==> config.mk <==
export PLATFORM = sky130hd
export DESIGN_NAME = reg_stage_fifo
export DESIGN_NICKNAME = d
export VERILOG_FILES = /design/src/rtl/reg_stage_fifo_pkg.sv /design/src/rtl/reg_stage_mem.sv /design/src/rtl/reg_stage_fifo.sv
export SDC_FILE = /design/constraint.sdc
export NUM_CORES = 1
export LEC_CHECK = 0
export ABC_AREA = 1
export CORE_MARGIN = 2
export CORE_UTILIZATION = 40
export DETAILED_ROUTE_END_ITERATION = 10
export PLACE_DENSITY = 0.64
export SETUP_SLACK_MARGIN = 0.05
export SLEW_MARGIN = 25
export SYNTH_ARGS = -nofsm -noshare
export SYNTH_HDL_FRONTEND = slang
export SYNTH_HIERARCHICAL = 1
export SYNTH_SLANG_ARGS = --single-unit
==> constraint.sdc <==
create_clock -name clk -period 4.3 [get_ports clk]
set_clock_uncertainty 0.1 [all_clocks]
set_input_delay 0.645 -clock clk [delete_from_list [all_inputs] [get_ports clk]]
set_output_delay 0.645 -clock clk [all_outputs]
set_load 0.02 [all_outputs]
==> src/rtl/reg_stage_fifo_pkg.sv <==
// Shared constants and types for the register-stage FIFO.
// Provides default width/depth, count width and head-select codes.
package reg_stage_fifo_pkg;

    localparam int STAGE_WIDTH = 3;
    localparam int STAGE_DEPTH = 4;

    // Occupancy needs one extra bit so that "full" (== DEPTH) is representable.
    localparam int STAGE_CNT_W = $clog2(STAGE_DEPTH) + 1;

    // Source of the output register value after the next edge.
    typedef enum logic [1:0] {
        HEAD_HOLD = 2'd0,
        HEAD_IN   = 2'd1,
        HEAD_MEM  = 2'd2
    } head_sel_e;

endpackage

==> src/rtl/reg_stage_mem.sv <==
// DEPTH x WIDTH register array, one write port, one async read port.
// Ports: clk, we, waddr, wdata (write); raddr -> rdata (combinational read).
module reg_stage_mem #(
    parameter int WIDTH = 3,
    parameter int DEPTH = 4
) (
    input  logic                     clk,
    input  logic                     we,
    input  logic [$clog2(DEPTH)-1:0] waddr,
    input  logic [WIDTH-1:0]         wdata,
    input  logic [$clog2(DEPTH)-1:0] raddr,
    output logic [WIDTH-1:0]         rdata
);

    logic [WIDTH-1:0] mem [DEPTH];

    // Entries carry no reset: they are only read after being written.
    always_ff @(posedge clk) begin
        if (we) begin
            mem[waddr] <= wdata;
        end
    end

    assign rdata = mem[raddr];

endmodule

==> src/rtl/reg_stage_fifo.sv <==
// Register-stage FIFO with registered head output and 1-cycle latency.
// Ports: clk, rst (async low), flush; in_valid/in_data/in_ready upstream;
// out_valid/out_data/out_ready downstream; count = occupancy.
module reg_stage_fifo
    import reg_stage_fifo_pkg::*;
#(
    parameter int WIDTH = STAGE_WIDTH,
    parameter int DEPTH = STAGE_DEPTH
) (
    input  logic                     clk,
    input  logic                     rst,
    input  logic                     flush,
    input  logic                     in_valid,
    input  logic [WIDTH-1:0]         in_data,
    output logic                     in_ready,
    output logic                     out_valid,
    output logic [WIDTH-1:0]         out_data,
    input  logic                     out_ready,
    output logic [$clog2(DEPTH):0]   count
);

    localparam int PW = $clog2(DEPTH);
    localparam int CW = PW + 1;

    localparam logic [PW-1:0] PTR_ONE  = PW'(1);
    localparam logic [CW-1:0] CNT_ONE  = CW'(1);
    localparam logic [CW-1:0] CNT_FULL = CW'(DEPTH);

    logic [PW-1:0]    wr_ptr;
    logic [PW-1:0]    rd_ptr;
    logic [PW-1:0]    rd_next;
    logic [CW-1:0]    cnt_q;
    logic [WIDTH-1:0] dout_q;
    logic [WIDTH-1:0] mem_rdata;
    logic             push;
    logic             pop;
    head_sel_e        head_sel;

    assign in_ready  = (cnt_q != CNT_FULL) && rst;
    assign out_valid = (cnt_q != '0);
    assign out_data  = dout_q;
    assign count     = cnt_q;

    assign push    = in_valid && in_ready;
    assign pop     = out_valid && out_ready;
    assign rd_next = rd_ptr + PTR_ONE;

    reg_stage_mem #(
        .WIDTH (WIDTH),
        .DEPTH (DEPTH)
    ) u_mem (
        .clk   (clk),
        .we    (push && !flush),
        .waddr (wr_ptr),
        .wdata (in_data),
        .raddr (rd_next),
        .rdata (mem_rdata)
    );

    // The output register always mirrors the entry at rd_ptr. After a pop
    // with more than one entry the successor is already in storage; when
    // the FIFO is (or becomes) empty the incoming word goes straight in.
    always_comb begin
        head_sel = HEAD_HOLD;
        unique case (1'b1)
            (pop && (cnt_q > CNT_ONE)): begin
                head_sel = HEAD_MEM;
            end
            (push && ((cnt_q == '0) || (pop && (cnt_q == CNT_ONE)))): begin
                head_sel = HEAD_IN;
            end
            default: begin
                head_sel = HEAD_HOLD;
            end
        endcase
    end

    always_ff @(posedge clk or negedge rst) begin
        if (!rst) begin
            wr_ptr <= '0;
            rd_ptr <= '0;
            cnt_q  <= '0;
            dout_q <= '0;
        end else if (flush) begin
            wr_ptr <= '0;
            rd_ptr <= '0;
            cnt_q  <= '0;
            dout_q <= '0;
        end else begin
            if (push) begin
                wr_ptr <= wr_ptr + PTR_ONE;
            end
            if (pop) begin
                rd_ptr <= rd_next;
            end
            unique case ({push, pop})
                2'b10:   cnt_q <= cnt_q + CNT_ONE;
                2'b01:   cnt_q <= cnt_q - CNT_ONE;
                default: cnt_q <= cnt_q;
            endcase
            unique case (head_sel)
                HEAD_IN:  dout_q <= in_data;
                HEAD_MEM: dout_q <= mem_rdata;
                default:  dout_q <= dout_q;
            endcase
        end
    end

endmodule

==> impl_results.md, run 1 <==
- Drc violations: 0
- Critical Path Fanout Max: 12
- Port Buffers: 15
- Setup tns final: 0 ns
- Mux cell area share after synthesis: 0%
- R2R setup slack: 2.16 ns
- Yosys top cell area share: 30.0%
- Area grow syn2layout: 20.8%
- Pre-antenna DRT Iters: 4
- Mapped Cells: 144
- Asr flop ratio synth: around 45%
- Hold-fix buffers, CTS: 0
- Post-synthesis adder-cell area fraction: under 10%
- Placed Area: about 1400 µm²
- R2R Path End: u_mem/mem[0][0]
- Post-synthesis compound-gate area fraction: 6.05%
- HPWL after detailed placement: 1830 µm
- Largest family of logic cells by synthesized area: simple AND/OR/NAND/NOR gates
- Drt wl/cell: approximately 12 µm
- I/O pin count: 16
- Starting utilization of the core area: 42.8%
- Clock sink count: 22
- DRT Wirelength: 2370 µm
- Hold EP: out_data[0]
- Fraction of layout cells with a size suffix above 1: 6.71%
- Via density: 4.88
- Gr usage total: between 10% and 20%
- Global route overflow: 0
- H-tree Lvls: 1
- Slowest-stage cell, CP: clkdlybuf4s50_1
- Endpoints failing setup: 0
- WP data required: 3.56 ns
- Antenna Cells: 0
- Crit path cell chain: clkdlybuf4s50_1 > buf_4 > nand2_1 > inv_1 > clkdlybuf4s50_1
- FF+latch count, synth: 22
- CP max stage delay: 0.59 ns
- P per Cell Area: 558 nW/µm²
- Post-synthesis sequential area ratio: 50.9%
- Startpoint Class: input port
- Critical path depth in cells: 5
- Synth cell types: 19
- Xor-xnor portion of the synthesized cell area: 1.46%
- Antenna-violating nets left: 0
- Ys flop type: edfxtp_1
- Largest net degree at the start of global routing: 14
- Tmin final: 2.75 ns
- Critical Path Sink Type: primary output
- Std-Cell Rows: 19
- Die area: ~3500 µm²
- Final instance area: 1450 µm²
- Hold WC Path Type: register to register
- Vias in the first global route: about 900
- Root Driver: clkbuf_4
- Core area: 2810 µm²
- Vias: approximately 950
- Die height: 58.8 µm
- Slew Viols, Final: 0
- Clk buf depth: 2
- Synthesized Nets: between 150 and 200
- Status: completed
- Leading area contributor after synthesis: edfxtp_1
- Post-synth top cells: 47 x nand2_1, 27 x inv_1, 12 x edfxtp_1, 11 x nand3_1, 10 x dfrtp_1
- Worst r2r src: count[0]
- Setup CP Type: input port to primary output
- Most frequent cell after synthesis: nand2_1
- Crit path buf inv count: 4
- # resized after CTS: 0
- Max_slew headroom: 68.7%
- Worst-margin pin slew: 0.465 ns
- Die width: 58.8 µm
- Final Wtd Congestion: 0.725
- Cell repeated most along the worst path: clkdlybuf4s50_1
- Setup bufs post-CTS: 0
- Final #Nets: 177
- RSZ-0062 raised after global routing: false
- Static leakage: between 0.0006 and 0.0007 µW
- TritonCTS clock tree: done
- Period utilization: 63.9%
- Yosys synthesis warning count: 6
- Hold Startpoint: out_data[0]
- Clk Latency, worst-skew pair: approximately 0.32 ns
- Worst hold path cell count: 2
- FF-to-FF path depth: 7
- Synth Area in Simple Gates: 28.1%
- EDFF count, synth: 12
- Worst EP arrival: 2.00 ns
- Peak supply drop: just over 0.3 mV
- 1st-iter DRT viols: 40
- Num CTS Buffers: 3
- Syn Area/Cell: around 8.3 µm²
- Reg clk slew, reported paths: 0.13 ns
- Max-Cap Viols: 0
- CP delay by family, top: buffers and inverters
- First-pass GRT wire length: 4020 µm
- Fmax: 364 MHz
- Initial antenna violation count: 0
- Final hold violation count: 0
- Synth top area cells: edfxtp_1 30%, dfrtp_1 21%, nand2_1 15%
- Mapped Area: 1200 µm²
metal layers:
layer | vias up | GRT usage (%) | wire [µm] | part of all wire, %
met5 | - | 0 | 0 | 0
met4 | 0 | 4.87 | 15 | 0.63
met3 | 2 | 1.98 | 43 | 1.8
met2 | 7 | 25.1 | 1150 | 49
met1 | 447 | 21.0 | 1160 | 49
li1 | 495 | - | - | -
worst min-delay path, stage by stage, from the launching register on:
cell and delay (ns):
dfrtp_1 0.37, nand4_1 0.09, nand2_1 0.07
flip-flops by register name, indices dropped and copies added (netlist names):
name,count
u_mem/mem,12
rd_ptr,2
count,3
wr_ptr,2
out_data,3
cell families (layout without fill, tap and decap cells):
kind of cell,count (synthesis),count (layout)
AO/OA/AOI/OAI,10,10
XOR/XNOR,2,2
adder cells (fa/ha/maj),4,4
buffers and inverters,30,50
flip-flops,22,22
AND/OR/NAND/NOR,76,76
per-stage QoR:
stage / power (µW) / hold slack, ns / utilization [%] / std cells / setup slack, ns
floorplan: 531 / 0.249 / - / 144 / 2.29
global placement: 639 / 0.420 / 49.8 / 191 / 1.54
detailed placement: 649 / 0.424 / 49.8 / 191 / 1.54
CTS: 810 / 0.457 / 51.7 / 195 / 1.53
global route: 866 / 0.476 / 51.7 / 195 / 1.48
finish: 808 / 0.452 / 51.7 / 195 / 1.55
final cells by class:
cell class | instances | area [µm²]
inverter | 30 | 113
sequential | 22 | 611
timing repair buffer | 16 | 158
clock buffer | 3 | 22.5
multi-input combinational | 92 | 477
clock inverter | 1 | 30.0
tap | 31 | 38.8
fill | 275 | 1360
placed cells by master, fill, tap and decap left out, types with 2 or more instances in the layout:
cell / count
o21ai_0: 3
clkdlybuf4s50_1: 15
nand4_1: 6
ha_1: 4
nand3_1: 11
nor2_1: 5
clkbuf_4: 3
o21ai_1: 2
nor3_1: 5
edfxtp_1: 12
dfrtp_1: 10
inv_1: 27
a21oi_4: 2
inv_2: 2
a21oi_1: 3
nand2_1: 47
report_power, final:
group / switching [µW] / internal [µW] / leakage [µW]
sequential: 28.6 / 252 / 0.000242
combinational: 224 / 140 / 0.000419
clock: 69.2 / 94.2 / 0.0000279
how the worst max path moves through the flow:
stage                   from  slack, ns              end
floorplan           count[0]       2.29  u_mem/mem[0][0]
global placement         rst       1.54         in_ready
detailed placement       rst       1.54         in_ready
CTS                      rst       1.53         in_ready
global route             rst       1.48         in_ready
finish                   rst       1.55         in_ready
Note: power is estimated with default switching activity, not from simulation.
==> inputs of run 2 (changes only) <==
--- a/config.mk
+++ b/config.mk
@@ -9,7 +9,7 @@
 export CORE_MARGIN = 2
 export CORE_UTILIZATION = 40
 export DETAILED_ROUTE_END_ITERATION = 10
-export PLACE_DENSITY = 0.64
+export PLACE_DENSITY = 0.66
 export SETUP_SLACK_MARGIN = 0.05
 export SLEW_MARGIN = 25
 export SYNTH_ARGS = -nofsm -noshare
==> constraint.sdc (replaced) <==
create_clock -name clk -period 2.4 [get_ports clk]
set_clock_uncertainty 0.1 [all_clocks]
set_input_delay 0.36 -clock clk [delete_from_list [all_inputs] [get_ports clk]]
set_output_delay 0.36 -clock clk [all_outputs]
set_load 0.02 [all_outputs]
==> run 2 against run 1 <==
Critical path depth increased by 1. Non-clock buffer count up 2. Global-route usage rose by 0.52 points. Largest cell class unchanged. Routed wire length shrank 1.4%. Hold slack lost 0.10 ns. Highest routed layer unchanged. Final cell count rose by 1.0%. First-iteration DRC count shrank 50%. Critical path type is now register to primary output. Setup slack worse by 1.3 ns. Sequential cell count did not move.
==> impl_results.md, run 2 (synthesis results as in run 1) <==
- Number of flip-flops in the largest register: 12
- P per Cell Area: approximately 920 nW/µm²
- Initial antenna violation count: 0
- Drt wl/cell: 11.9 µm
- Static leakage: 0.000695 µW
- Tmin final: between 2 and 2.5 ns
- Crit path buf inv count: 3
- Starting utilization of the core area: 42.8%
- Register area: 611 µm²
- Clk Latency, worst-skew pair: 0.30 ns
- Via density: 5.04
- Final #Nets: 179
- Port Buffers: 15
- Max-Cap Viols: 0
- Critical Path Fanout Max: 5
- Crit path cell chain: inv_1 > ha_1 > nand2_1 > nand2_1 > inv_1 > dlygate4sd2_1
- Slowest-stage cell, CP: dfrtp_1
- Clk buf depth: 2
- CP max stage delay: 0.44 ns
- Hold WC Path Type: input port to asynchronous set/reset pin
- I/O pin count: 16
- Largest net degree at the start of global routing: 13
- Antenna Cells: 0
- Hold-fix buffers, CTS: 0
- Antenna-violating nets left: 0
- Root Driver: clkbuf_4
- DRT Wirelength: 2340 µm
- Commonest non-fill, non-tap cell in the layout: nand2_1
- Worst EP arrival: ~1.7 ns
- HPWL after detailed placement: roughly 1900 µm
- Worst-margin pin slew: 0.458 ns
- Max_slew headroom: 69.2%
- Final worst slack: about 0.29 ns
- Peak supply drop: 0.602 mV
- Startpoint Class: register
- Gr usage total: 15.8%
- Std-Cell Rows: 19
- Die height: 58.8 µm
- WP data required: 1.94 ns
- Core area: 2810 µm²
- Die area: roughly 3500 µm²
- Fmax: 473 MHz
- Pre-antenna DRT Iters: 4
- Final hold violation count: 0
- Period utilization: 88.0%
- 1st-iter DRT viols: 20
- Die width: 58.8 µm
- Top reg by flops: u_mem/mem
- RSZ-0062 raised after global routing: false
- Final Wtd Congestion: 0.812
- Clock sink count: 22
- Reg clk slew, reported paths: 0.12 ns
- Status: completed
- Setup CP Type: register to primary output
- Fraction of layout cells with a size suffix above 1: 7.23%
- H-tree Lvls: 1
- Setup tns final: 0 ns
- Hold_ws: 0.349 ns
- Multi-input gate area: ~480 µm²
- TritonCTS clock tree: done
- Slew Viols, Final: 0
- Num CTS Buffers: 3
- Drc violations: 0
- First-pass GRT wire length: around 4200 µm
- # resized after CTS: 1
- Global route overflow: 0
- Most frequent cells in the layout: 47 x nand2_1, 27 x inv_1, 13 x clkdlybuf4s50_1
- Endpoints failing setup: 0
- Vias in the first global route: 981
- Setup bufs post-CTS: 0
- Area grow syn2layout: 19.9%
- Vias: 993
- CP delay by family, top: buffers and inverters
- Critical Path Sink Type: primary output
- DP Worst Slack: 0.308 ns
- Filler cells: 264
## run 2: worst paths after layout
| path | end | slack [ns] | from | cells past startpoint |
|---|---|---|---|---|
| worst max-delay path | in_ready | 0.29 | count[0] | 6 |
| worst min-delay path | rd_ptr[0] | 0.35 | rst | 2 |
| worst max register to register | u_mem/mem[1][1] | 0.39 | count[0] | 7 |
| worst min register to register | out_data[1] | 0.46 | out_data[1] | 2 |
| max in group asynchronous | count[0] | 1.74 | rst | 2 |
| min in group clk | out_data[1] | 0.46 | out_data[1] | 2 |
## run 2: metal layers
| layer | track usage (%) | up-vias | wire [µm] |
|---|---|---|---|
| met5 | 0 | - | 0 |
| li1 | - | 507 | - |
| met2 | 27.6 | 16 | 1190 |
| met4 | 4.87 | 0 | 17 |
| met1 | 20.4 | 468 | 1030 |
| met3 | 1.98 | 2 | 99 |
## run 2: final cells by class
cell class | instances | area share [%]
timing repair buffer | 18 | 12.1
clock buffer | 3 | 1.57
multi-input combinational | 92 | 33.1
sequential | 22 | 42.4
inverter | 30 | 7.83
tap | 31 | 2.70
clock inverter | 1 | 0.261
## run 2: per-stage QoR
stage	total power, µW	util, %	instances	instance area (µm²)
after detailed placement	1160	50.3	193	1410
after CTS	1330	51.2	197	1440
after floorplan	951	-	144	1200
after global placement	1150	50.3	193	1410
after global routing	1430	51.3	197	1440
final	1320	51.3	197	1440
## run 2: where the power goes
| group | switching [µW] | internal, µW | total (µW) | leakage [µW] |
|---|---|---|---|---|
| clock network | 111 | 60.6 | 172 | 0.0000154 |
| registers | 50.3 | 451 | 501 | 0.000242 |
| logic | 395 | 249 | 643 | 0.000438 |
| total | 556 | 760 | 1320 | 0.000695 |
